File: config.mk
export PLATFORM = sky130hd
export DESIGN_NAME = pc_sequencer
export DESIGN_NICKNAME = d
export VERILOG_FILES = /design/src/rtl/pc_sequencer.sv
export SDC_FILE = /design/constraint.sdc
export NUM_CORES = 1
export LEC_CHECK = 0
export ABC_AREA = 1
export CAP_MARGIN = 20
export CORE_ASPECT_RATIO = 0.5
export CORE_MARGIN = 8
export CORE_UTILIZATION = 40
export DETAILED_ROUTE_END_ITERATION = 16
export PLACE_DENSITY = 0.69
export SLEW_MARGIN = 20
export SYNTH_ARGS = -nofsm -noshare
export SYNTH_HDL_FRONTEND = slang
export SYNTH_SLANG_ARGS = --single-unit
export TNS_END_PERCENT = 30
File: constraint.sdc
create_clock -name clk -period 7.19 [get_ports clk]
set_clock_uncertainty 0.05 [all_clocks]
set_input_delay 1.0785 -clock clk [delete_from_list [all_inputs] [get_ports clk]]
set_output_delay 1.0785 -clock clk [all_outputs]
set_load 0.02 [all_outputs]
File: src/rtl/pc_sequencer.sv
// Program-counter sequencer for the single-cycle MIPS core: fetch handshake, next-PC select, EPC/CAUSE/EXL.
// Optional build macro PC_SEQ_INT_EN enables external interrupt entry (int_req) when EXL is clear.
//   state | meaning
//   BOOT  | first cycle after reset, steer PC to RESET_VECTOR
//   FETCH | request instruction at cur_pc, hold PC until imem_ready
//   EXEC  | decode inputs valid, select next PC or take exception
module pc_sequencer #(
    parameter logic [31:0] RESET_VECTOR  = 32'h0000_3000,
    parameter logic [31:0] EXC_VECTOR    = 32'h0000_4180,
    parameter int unsigned FETCH_TIMEOUT = 15
) (
    input  logic        clk,
    input  logic        rst,
    input  logic [31:0] cur_pc,
    input  logic        imem_ready,
    output logic        fetch_req,
    input  logic        stall,
    input  logic        branch,
    input  logic        branch_taken,
    input  logic [15:0] imm16,
    input  logic        jump,
    input  logic [25:0] jaddr,
    input  logic        jr,
    input  logic [31:0] jr_target,
    input  logic        eret,
    input  logic        exc_req,
    input  logic [4:0]  exc_code,
    input  logic        int_req,
    output logic [31:0] new_pc,
    output logic        instr_valid,
    output logic [31:0] epc,
    output logic [4:0]  cause,
    output logic        exl
);

    typedef enum logic [1:0] {ST_BOOT, ST_FETCH, ST_EXEC} state_e;

    localparam logic [7:0] TO_LIM = 8'(FETCH_TIMEOUT);
    localparam logic [4:0] EXC_ADDR_ERR  = 5'd4;
    localparam logic [4:0] EXC_BUS_ERR   = 5'd6;

    state_e      state_q, state_d;
    logic [7:0]  cnt_q, cnt_d;
    logic [31:0] epc_q, epc_d;
    logic [4:0]  cause_q, cause_d;
    logic        exl_q, exl_d;

    logic [31:0] new_pc_c;
    logic [31:0] pc4;
    logic [31:0] br_off;
    logic [31:0] tgt;
    logic [7:0]  cnt_inc;
    logic        int_take;

`ifdef PC_SEQ_INT_EN
    assign int_take = int_req & ~exl_q;
`else
    logic unused_int_req;
    assign unused_int_req = int_req;
    assign int_take       = 1'b0;
`endif

    assign pc4     = cur_pc + 32'd4;
    assign br_off  = {{14{imm16[15]}}, imm16, 2'b00};
    assign cnt_inc = cnt_q + 8'd1;

    always_comb begin
        state_d  = state_q;
        cnt_d    = cnt_q;
        epc_d    = epc_q;
        cause_d  = cause_q;
        exl_d    = exl_q;
        new_pc_c = cur_pc;
        tgt      = pc4;
        case (state_q)
            ST_BOOT: begin
                new_pc_c = RESET_VECTOR;
                cnt_d    = 8'd0;
                state_d  = ST_FETCH;
            end
            ST_FETCH: begin
                if (imem_ready) begin
                    cnt_d   = 8'd0;
                    state_d = ST_EXEC;
                end else if (cnt_inc == TO_LIM) begin
                    cnt_d    = 8'd0;
                    epc_d    = cur_pc;
                    cause_d  = EXC_BUS_ERR;
                    exl_d    = 1'b1;
                    new_pc_c = EXC_VECTOR;
                end else begin
                    cnt_d = cnt_inc;
                end
            end
            ST_EXEC: begin
                state_d = ST_FETCH;
                if (exc_req) begin
                    epc_d    = cur_pc;
                    cause_d  = exc_code;
                    exl_d    = 1'b1;
                    new_pc_c = EXC_VECTOR;
                end else if (int_take) begin
                    epc_d    = pc4;
                    cause_d  = 5'd0;
                    exl_d    = 1'b1;
                    new_pc_c = EXC_VECTOR;
                end else if (stall) begin
                    state_d  = ST_EXEC;
                    new_pc_c = cur_pc;
                end else begin
                    if (eret)                   tgt = epc_q;
                    else if (jr)                tgt = jr_target;
                    else if (jump)              tgt = {pc4[31:28], jaddr, 2'b00};
                    else if (branch && branch_taken) tgt = pc4 + br_off;
                    else                        tgt = pc4;
                    // A misaligned control-flow target becomes an address-error exception
                    if (tgt[1:0] != 2'b00) begin
                        epc_d    = cur_pc;
                        cause_d  = EXC_ADDR_ERR;
                        exl_d    = 1'b1;
                        new_pc_c = EXC_VECTOR;
                    end else begin
                        new_pc_c = tgt;
                        if (eret) exl_d = 1'b0;
                    end
                end
            end
            default: begin
                state_d  = ST_BOOT;
                new_pc_c = RESET_VECTOR;
            end
        endcase
    end

    always_ff @(posedge clk) begin
        if (rst) begin
            state_q <= ST_BOOT;
            cnt_q   <= 8'd0;
            epc_q   <= 32'd0;
            cause_q <= 5'd0;
            exl_q   <= 1'b0;
        end else begin
            state_q <= state_d;
            cnt_q   <= cnt_d;
            epc_q   <= epc_d;
            cause_q <= cause_d;
            exl_q   <= exl_d;
        end
    end

    // Reset overrides the combinational path so the PC register loads the boot vector during rst.
    assign new_pc      = rst ? RESET_VECTOR : new_pc_c;
    assign fetch_req   = ~rst & (state_q == ST_FETCH);
    assign instr_valid = ~rst & (state_q == ST_EXEC);
    assign epc         = epc_q;
    assign cause       = cause_q;
    assign exl         = exl_q;

endmodule

Yosys cells after proc, flatten, opt, wreduce, memory -nomap -nowiden --
Index checks and enable logic that the tools add are counted.
Storage, ports and cells: bits in registers 48, bits in latches 0, bits in writable memories 0, ROM bits 0, output and inout bits 72, logic and storage cells 67, memories 0
Cells by class: $add $sub $neg 3, multipliers 0, divide/modulo/power cells 0, magnitude comparators 0, equal/unequal tests 9, shift-type cells 0, mux-type cells 40, bitwise logic cells 3, reduce and logical (&&, ||, !) cells 7
Operator list (count):
- $mux W32 | 18
- $pmux W32 S2 | 2
- $add A32 B3 Y32 const B | 1
- $add A32 B32 Y32 | 1
- $mux W5 | 5
- $mux W8 | 2
- $pmux W8 S2 | 1
- $pmux W5 S2 | 1
- $reduce_and A5 Y1 | 2
- $add A8 B1 Y8 const B | 1
- $eq A8 B4 Y1 const B | 1
- $mux W1 | 6
- $mux W2 | 3
- $ne A2 B2 Y1 const B | 3
- $ne A3 B3 Y1 const B | 2
- $pmux W2 S3 | 1
- $reduce_bool A2 Y1 | 3
- $ne A4 B4 Y1 const B | 1
- $and A1 B1 Y1 | 2
- $eq A2 B1 Y1 const B | 1
- $eq A2 B2 Y1 const B | 1
- $logic_not A2 Y1 | 1
- $pmux W1 S2 | 1
- $logic_and A1 B1 Y1 | 1
- $not A1 Y1 | 1

Longest topological paths before layout --
Gate-level depths: netlist of the first run.
depth in word-level cells 15, mapped depth 28, mapped depth without buffers 28

Worst setup path after synthesis of the first run --
OpenSTA, ideal clock, no wires.
kind input -> output, start input port cur_pc[2], end output port new_pc[29], arrival time 3.679 ns, data required time 6.062 ns, path slack 2.383 ns, cell stages on the path 26, path buffers 0, path through ha_1 nand2_1 nor2_2 nand2_1 inv_1 nand3_2 nor2_2 or2_2 nand2_1 inv_2 ha_1 nand2_1 inv_1 nand2_1 nand3_1 a21oi_1 nor2_1 nor2_1 nand2_1 nand2_1 nand3_1 nand2_1 nand2_1 nand2_1 nand2_1 a21oi_1
Between the ends: cells in the longest elaborated chain, start to end 14
Ends and longest elaborated chain:
- from (decl) | RTL line 14 | input logic [31:0] cur_pc,
- $add A32 B3 Y32 (*) | RTL line 63 | assign pc4 = cur_pc + 32'd4;
- $add A32 B32 Y32 | RTL line 114 | else if (branch && branch_taken) tgt = pc4 + br_off;
- $mux W32 | RTL line 114
- $mux W32 (*) | RTL line 113 | else if (jump) tgt = {pc4[31:28], jaddr, 2'b00};
- $mux W32 (*) | RTL line 112 | else if (jr) tgt = jr_target;
- $mux W32 (*) | RTL line 111 | if (eret) tgt = epc_q;
- $mux W32 (*) | RTL line 107 | end else if (stall) begin
- $mux W32 (*) | RTL line 97 | if (exc_req) begin
- $mux W32 (*) | RTL line 75 | case (state_q)
- $mux W32 (*) | RTL line 117 | if (tgt[1:0] != 2'b00) begin
- $mux W32 (*) | RTL line 107
- $mux W32 (*) | RTL line 97
- $pmux W32 S2 (*) | RTL line 75
- $mux W32 (*) | RTL line 152 | assign new_pc = rst ? RESET_VECTOR : new_pc_c;
- to (decl) | RTL line 29 | output logic [31:0] new_pc,
Every way passes the cells marked *; elsewhere a longest branch is shown, timed or not. The select of a mux whose other input is x is not followed.

Worst setup path in the final report of the first run --
start input port cur_pc[3], end output port new_pc[13]
Between the ends: cells in the longest elaborated chain, start to end 14
Ends and longest elaborated chain (RTL line):
- $add A32 B3 Y32 (*) | 63
- $add A32 B32 Y32 | 114
- $mux W32 (*) | 114
- $mux W32 (*) | 113
- $mux W32 (*) | 112
- $mux W32 (*) | 111
- $mux W32 (*) | 107
- $mux W32 (*) | 97
- $mux W32 (*) | 75
- $mux W32 (*) | 117
- $mux W32 (*) | 107
- $mux W32 (*) | 97
- $pmux W32 S2 (*) | 75
- $mux W32 (*) | 152
Marked as above.

==> impl_results.rst, run 1 <==
.. list-table::
   :header-rows: 1

   * - Metric
     - Value
   * - Total power density per cell area
     - 209 nW/µm²
   * - Number of max-cap violations
     - 0
   * - Worst-Skew Late Latency
     - 280 ps
   * - Num CTS Buffers
     - 5
   * - Number of buffers on the longest clock path
     - 2
   * - RSZ-0062 raised after global routing
     - no
   * - DRT antenna net count
     - 0
   * - Area Overhead vs Synth
     - 32.5%
   * - Number of slew-limit violations in the final report
     - 0
   * - Top library cells by usage in the layout, fill and taps aside
     - 422 x nand2_1, 205 x inv_1, 191 x clkdlybuf4s50_1, 161 x a21oi_1, 110 x nor2_1
   * - DRT iter0 DRCs
     - 884
   * - Number of buffers added to fix hold violations after cts
     - 0
   * - TritonCTS clock tree
     - built
   * - DRT Pass-1 Iters
     - 6
   * - I/O Buffers
     - 192
   * - Worst Setup Start Kind
     - primary input
   * - Final cycle utilization of the critical path
     - 95.6%
   * - Synthesis-stage register bit count
     - 48
   * - Wire length of the first global-routing pass
     - 45300 µm
   * - Slew of the pin with the lowest slew margin
     - 803 ps
   * - Die outline height
     - 109 µm
   * - CTS root buffer
     - clkbuf_16
   * - Core Util, Final
     - 53.4%
   * - Starting Density
     - 40.3%
   * - Final sum of negative setup slack
     - 0 ps
   * - Core Region
     - 17100 µm²
   * - Number of buffers inserted by post-CTS setup repair
     - 0
   * - Count of synthesis-stage warnings from yosys
     - 0
   * - Data required time of the worst path
     - 6060 ps
   * - Proportion of synthesized chip area in sequential cells
     - 13.9%
   * - Post-synth top flop
     - dfxtp_1
   * - Worst EP arrival
     - 5750 ps
   * - Remaining DRCs
     - 0
   * - Total Wirelength
     - 29700 µm
   * - Leak pwr
     - 4.28 nW
   * - Global-route usage over all layers
     - 25.8%
   * - Cell row count
     - 34
   * - Number of antenna violations at the first check in global routing
     - 3
   * - Chip Width
     - 202 µm
   * - Number of global-route vias before repair
     - 8140
   * - Mean instance size in the synthesized netlist
     - 5.29 µm²
   * - Max_slew headroom
     - 46.4%
   * - # resized after CTS
     - 0
   * - Fill cell count
     - 1826
   * - Clock sink count
     - 48
   * - Final period demand of the worst path
     - 6870 ps
   * - Distinct cell type count of the synthesized netlist
     - 43
   * - Setup Viol. Count Final
     - 0
   * - Wire length per cell
     - 17.4 µm
   * - Library cell with the largest summed area after synthesis
     - nand2_1
   * - Gate count after technology mapping
     - 1306
   * - Number of H-tree levels
     - 2
   * - Clock-pin slew on the worst setup and hold paths
     - 60 ps
   * - Number of nets in the layout
     - 1638
   * - Area of the die
     - 22000 µm²
   * - FMAX
     - 145 MHz
   * - Share of synthesized registers carrying an async set or reset
     - 0%
   * - Peak ir drop on the vdd network
     - 0.283 mV
   * - Top cells by area in the synthesized netlist
     - nand2_1 23%, dfxtp_1 14%, a21oi_1 12%, inv_1 11%, ha_1 7.2%
   * - Total number of vias
     - 8939
   * - Capturing element type of the critical path
     - primary output
   * - Final count of hold timing violations
     - 0
   * - HPWL Detailed
     - 24500 µm
   * - Layout cell share with drive strength beyond 1
     - 3.46%
   * - Number of nets in the synthesized netlist
     - 1469
   * - Class of the worst hold path
     - flop to flop
   * - Synth top area share
     - 22.9%
   * - Number of enable flip-flop cells after synthesis
     - 0
   * - Top-level port count
     - 194
   * - Overflow after GRT
     - 0
   * - Run status
     - finished clean
   * - Maximum fanout encountered on the critical timing path
     - 5
   * - GP Congestion
     - 0.942
   * - Class of the most critical setup path
     - primary input to primary output
   * - Leading cell type in the layout, fill and taps excluded
     - nand2_1
   * - Pin count of the biggest net entering global routing
     - 63
   * - Mean number of vias per cell
     - 5.22
   * - Netlist area before placement
     - 6910 µm²
[Yosys cell counts (all sizes together) (2+ instances only)]
library cell    n
o21bai          9
clkbuf         24
xor2           15
nand3b          3
o21ai          81
inv           209
nor2          119
nand3          79
o21a            2
nor3           19
buf            18
a21oi         163
xnor2           4
or2             7
dfxtp          48
o211ai          7
a32oi           2
ha             40
a21o            2
nand2         428
a31oi           4
nand4          16
[per-stage QoR]
stage / hold slack, ps / std cells / total power [mW] / setup slack (ps) / instance area [µm²]
finish: 403 / 1713 / 1.91 / 315 / 9150
global route: 420 / 1713 / 2.05 / 49.6 / 9150
CTS: 404 / 1710 / 1.92 / 397 / 9140
detailed placement: 390 / 1702 / 1.67 / 399 / 9000
global placement: 384 / 1702 / 1.66 / 439 / 9000
floorplan: 408 / 1306 / 1.16 / 2380 / 6910
[worst max-delay path, stage by stage]
cell and delay, ps:
clkdlybuf4s50_1 620, ha_1 330, nand2_1 130, nor2_2 190, nand2_2 110, nor2_4 150, inv_2 70, o21ai_0 320
nand2_1 180, ha_1 400, nand2_1 110, nor2_1 240, nand2_1 80, nand2_1 140, nor2_1 50, o21ai_0 380
a22oi_1 190, o21ai_0 200, nand2_1 70, nand2_1 50, clkdlybuf4s50_1 640
[sequential cells by signal, indices dropped and copies added (netlist names)]
register	flops
cause	5
epc	32
state_q	2
exl	1
cnt_q	8
[per-layer routing]
metal | wire length [µm] | global-route usage, % | vias up
li1 | - | - | 4501
met1 | 13900 | 35.8 | 4096
met2 | 12800 | 40.4 | 315
met3 | 2560 | 5.52 | 27
met4 | 460 | 5.91 | 0
met5 | 0 | 0 | -
[cells by family after synthesis]
logic type | Yosys count | synth area share [%]
adders and majority gates | 41 | 7.53
buffers and inverters | 252 | 14.5
xor gates and xnor gates | 19 | 2.52
AOI/OAI and AO/OA | 274 | 21.1
and+or+nand+nor | 672 | 40.4
DFF | 48 | 13.9
[cell type report]
type                    instances  area [µm²]  area share [%]
well taps                     234         293            3.20
repair buffers                205        2010            22.0
multi-input cells            1006        4940            54.0
inverters                     209         785            8.57
clock buffers                   8         146            1.60
diodes                          3        7.51          0.0820
flip-flops and latches         48         961            10.5
[power breakdown]
group / internal [mW] / switching, mW
Clock: 0.139 / 0.0995
Combinational: 0.480 / 0.757
Sequential: 0.375 / 0.0636
Total: 0.994 / 0.920
[final timing paths]
kind / start / endpoint / slack [ps] / cells after the start
worst max-delay path: cur_pc[3] / new_pc[13] / 320 / 21
worst min-delay path: cause[4] / cause[4] / 400 / 2
worst max register to register: cnt_q[1] / epc[25] / 4490 / 11
worst min register to register: cause[4] / cause[4] / 400 / 2
Power figures use the tool's default switching activity.
==> run 2, diff against run 1 <==
- PLACE_DENSITY: 0.69 -> 0.66
==> run 2 against run 1 <==
Cell count fell by 0.35%; clock-buffer cell count down 2; global-route usage down 0.083 points; first-iteration DRC count shrank 10%; critical path type unchanged; largest cell class unchanged; highest routed layer unchanged.
==> impl_results.rst, run 2 (synthesis gave the netlist of run 1 again) <==
.. list-table::
   :header-rows: 1

   * - Metric
     - Value
   * - Peak ir drop on the vdd network
     - 0.182 mV (-36%)
   * - Slew of the pin with the lowest slew margin
     - 891 ps (+87.6 ps)
   * - Starting Density
     - 40.3% (unchanged)
   * - Number of antenna violations at the first check in global routing
     - 1 (-2)
   * - Register-to-Register Path Depth
     - 11 (unchanged)
   * - Max FFs per register
     - 32 (unchanged)
   * - # resized after CTS
     - 0 (unchanged)
   * - Post-placement cell area
     - 8970 µm² (-0.25%)
   * - Final count of hold timing violations
     - 0 (unchanged)
   * - Die outline height
     - 109 µm (unchanged)
   * - Data required time of the worst path
     - 6060 ps (about the same)
   * - DRT antenna net count
     - 0 (unchanged)
   * - Number of global-route vias before repair
     - 8210 (+0.86%)
   * - Total power density per cell area
     - 208 nW/µm² (-0.58%)
   * - Leading cell type in the layout, fill and taps excluded
     - nand2_1
   * - Non-Filler Cell Area, Final
     - 9110 µm² (-0.44%)
   * - TritonCTS clock tree
     - built
   * - Total number of vias
     - 8861 (-0.87%)
   * - Number of max-cap violations
     - 0 (unchanged)
   * - RSZ-0062 raised after global routing
     - no
   * - HPWL Detailed
     - 24000 µm (-2.1%)
   * - Worst-Skew Late Latency
     - 290 ps (about the same)
   * - Area Overhead vs Synth
     - 31.9%
   * - Worst EP arrival
     - 5630 ps (-120 ps)
   * - Class of the most critical setup path
     - primary input to primary output
   * - Leak pwr
     - 4.26 nW (-0.43%)
   * - Number of buffers inserted by post-CTS setup repair
     - 0 (unchanged)
   * - Final period demand of the worst path
     - 6760 ps (-117 ps)
   * - Overflow after GRT
     - 0 (unchanged)
   * - Critical path's slowest cell
     - clkdlybuf4s50_1
   * - Clock-pin slew on the worst setup and hold paths
     - 60 ps (about the same)
   * - Worst R2R End
     - epc[13]
   * - Layout cell share with drive strength beyond 1
     - 3.26% (-0.19 points)
   * - Class of the worst hold path
     - flop to flop
   * - Final sum of negative setup slack
     - 0 ps (unchanged)
   * - I/O Buffers
     - 192 (unchanged)
   * - Max_slew headroom
     - 40.4% (-6.0 points)
   * - Reg2Reg Setup Slack
     - 4140 ps (-350 ps)
   * - CP most frequent cell
     - nand2_1
   * - Number of buffers on the longest clock path
     - 2 (unchanged)
   * - Top-level port count
     - 194 (unchanged)
   * - CTS root buffer
     - clkbuf_16
   * - Hold endpoint
     - cause[0]
   * - Number of buffers added to fix hold violations after cts
     - 0 (unchanged)
   * - Cell row count
     - 34 (unchanged)
   * - Wire length of the first global-routing pass
     - 45400 µm (+0.11%)
   * - Maximum fanout encountered on the critical timing path
     - 5 (unchanged)
   * - Core Region
     - 17100 µm² (unchanged)
   * - Worst setup slack after placement
     - 466 ps (+67.5 ps)
   * - Area of the die
     - 22000 µm² (unchanged)
   * - Hold Path Stages
     - 2 (unchanged)
   * - Worst reg2reg path startpoint
     - cnt_q[1]
   * - Run status
     - finished clean
   * - FMAX
     - 148 MHz (+1.7%)
   * - Cell breakdown of the critical path
     - clkdlybuf4s50_1 > ha_1 > nand2_1 > nor2_2 > inv_1 > o21ai_0 > inv_1 > ha_1 > nand2_1 > inv_1 > a21oi_1 > nand2_1 > nand2_1 > nand2_1 > nand2_1 > inv_1 > o21ai_0 > a22oi_1 > o21ai_0 > nand2_1 > nand2_1 > clkdlybuf4s50_1
   * - Mean number of vias per cell
     - 5.19 (-0.52%)
   * - DRT Pass-1 Iters
     - 5 (-1)
   * - Number of H-tree levels
     - 2 (unchanged)
   * - Chip Width
     - 202 µm (unchanged)
   * - Remaining DRCs
     - 0 (unchanged)
   * - DRT iter0 DRCs
     - 792 (-10%)
   * - Peak per-stage delay on the critical path
     - 660 ps (+20 ps)
   * - Number of nets in the layout
     - 1635 (-0.18%)
   * - Total Wirelength
     - 29300 µm (-1.3%)
   * - Top library cells by usage in the layout, fill and taps aside
     - 422 x nand2_1, 205 x inv_1, 191 x clkdlybuf4s50_1, 161 x a21oi_1, 110 x nor2_1
   * - Global-route usage over all layers
     - 25.7% (-0.083 points)
   * - Capturing element type of the critical path
     - primary output
   * - Final cycle utilization of the critical path
     - 94.0% (-1.6 points)
   * - Clock sink count
     - 48 (unchanged)
   * - Num CTS Buffers
     - 5 (unchanged)
   * - Worst Setup Start Kind
     - primary input
   * - Kind of cell adding the most delay to the critical path
     - buffers and inverters
   * - Worst Path Buf+Inv
     - 6 (+3)
   * - Wire length per cell
     - 17.2 µm (-0.99%)
   * - GP Congestion
     - 0.968 (+2.8%)
   * - Worst setup margin
     - 433 ps (+117 ps)
   * - Power consumption
     - 1.89 mW (-1.0%)
   * - Pin count of the biggest net entering global routing
     - 53 (-16%)
   * - Start point of the worst min-delay path
     - cause[0]
   * - Number of slew-limit violations in the final report
     - 0 (unchanged)
   * - Setup Viol. Count Final
     - 0 (unchanged)
[run 2: metrics by stage]
| step | cells | util (%) | hold WS [ps] |
|---|---|---|---|
| 3_5_place_dp | 1699 | 52.3 | 388 |
| 6_report | 1707 | 53.1 | 398 |
| 3_3_place_gp | 1699 | 52.3 | 383 |
| 2_1_floorplan | 1306 | - | 408 |
| 4_1_cts | 1706 | 53.1 | 401 |
| 5_1_grt | 1707 | 53.1 | 412 |
[run 2: worst min-delay path, cell delays in order, from the launching register on]
cell and delay [ps]:
dfxtp_1 310, inv_1 50, a21oi_1 50
[run 2: power breakdown]
group	switching (mW)	total, mW	leakage, nW	internal [mW]
registers	0.0622	0.437	0.394	0.375
logic	0.756	1.23	3.80	0.476
clock network	0.0985	0.225	0.0667	0.127
total	0.917	1.89	4.26	0.978
[run 2: worst max-delay path by stage]
stage                          from    endpoint  slack [ps]  cells past startpoint
final                     cur_pc[2]  new_pc[13]         430                     22
after global routing      cur_pc[2]  new_pc[27]          80                     25
after CTS                 cur_pc[2]  new_pc[27]         450                     25
after detailed placement  cur_pc[2]  new_pc[27]         470                     25
after global placement    cur_pc[2]  new_pc[27]         500                     25
after floorplan           cur_pc[2]  new_pc[29]        2380                     26
[run 2: layer usage]
metal / GRT usage, % / routed length, µm / share of wire [%] / vias up
li1: - / - / - / 4494
met2: 41.3 / 12900 / 44 / 332
met5: 0 / 0 / 0 / -
met1: 35.1 / 13400 / 46 / 4005
met4: 4.30 / 397 / 1.4 / 0
met3: 6.08 / 2700 / 9.2 / 30
[run 2: area by class of cell]
cell class	instances	area (µm²)
flip-flops and latches	48	961
repair buffers	202	1990
fillers	1853	8030
inverters	209	785
well taps	234	293
diodes	1	2.50
clock buffers	6	129
clock inverters	1	5.00
multi-input cells	1006	4940
==> run 3, diff against run 2 <==
- CTS_CLUSTER_SIZE: default -> 24
==> results of run 3 <==
Final layout, timing and power as in run 2 (identical DEF).
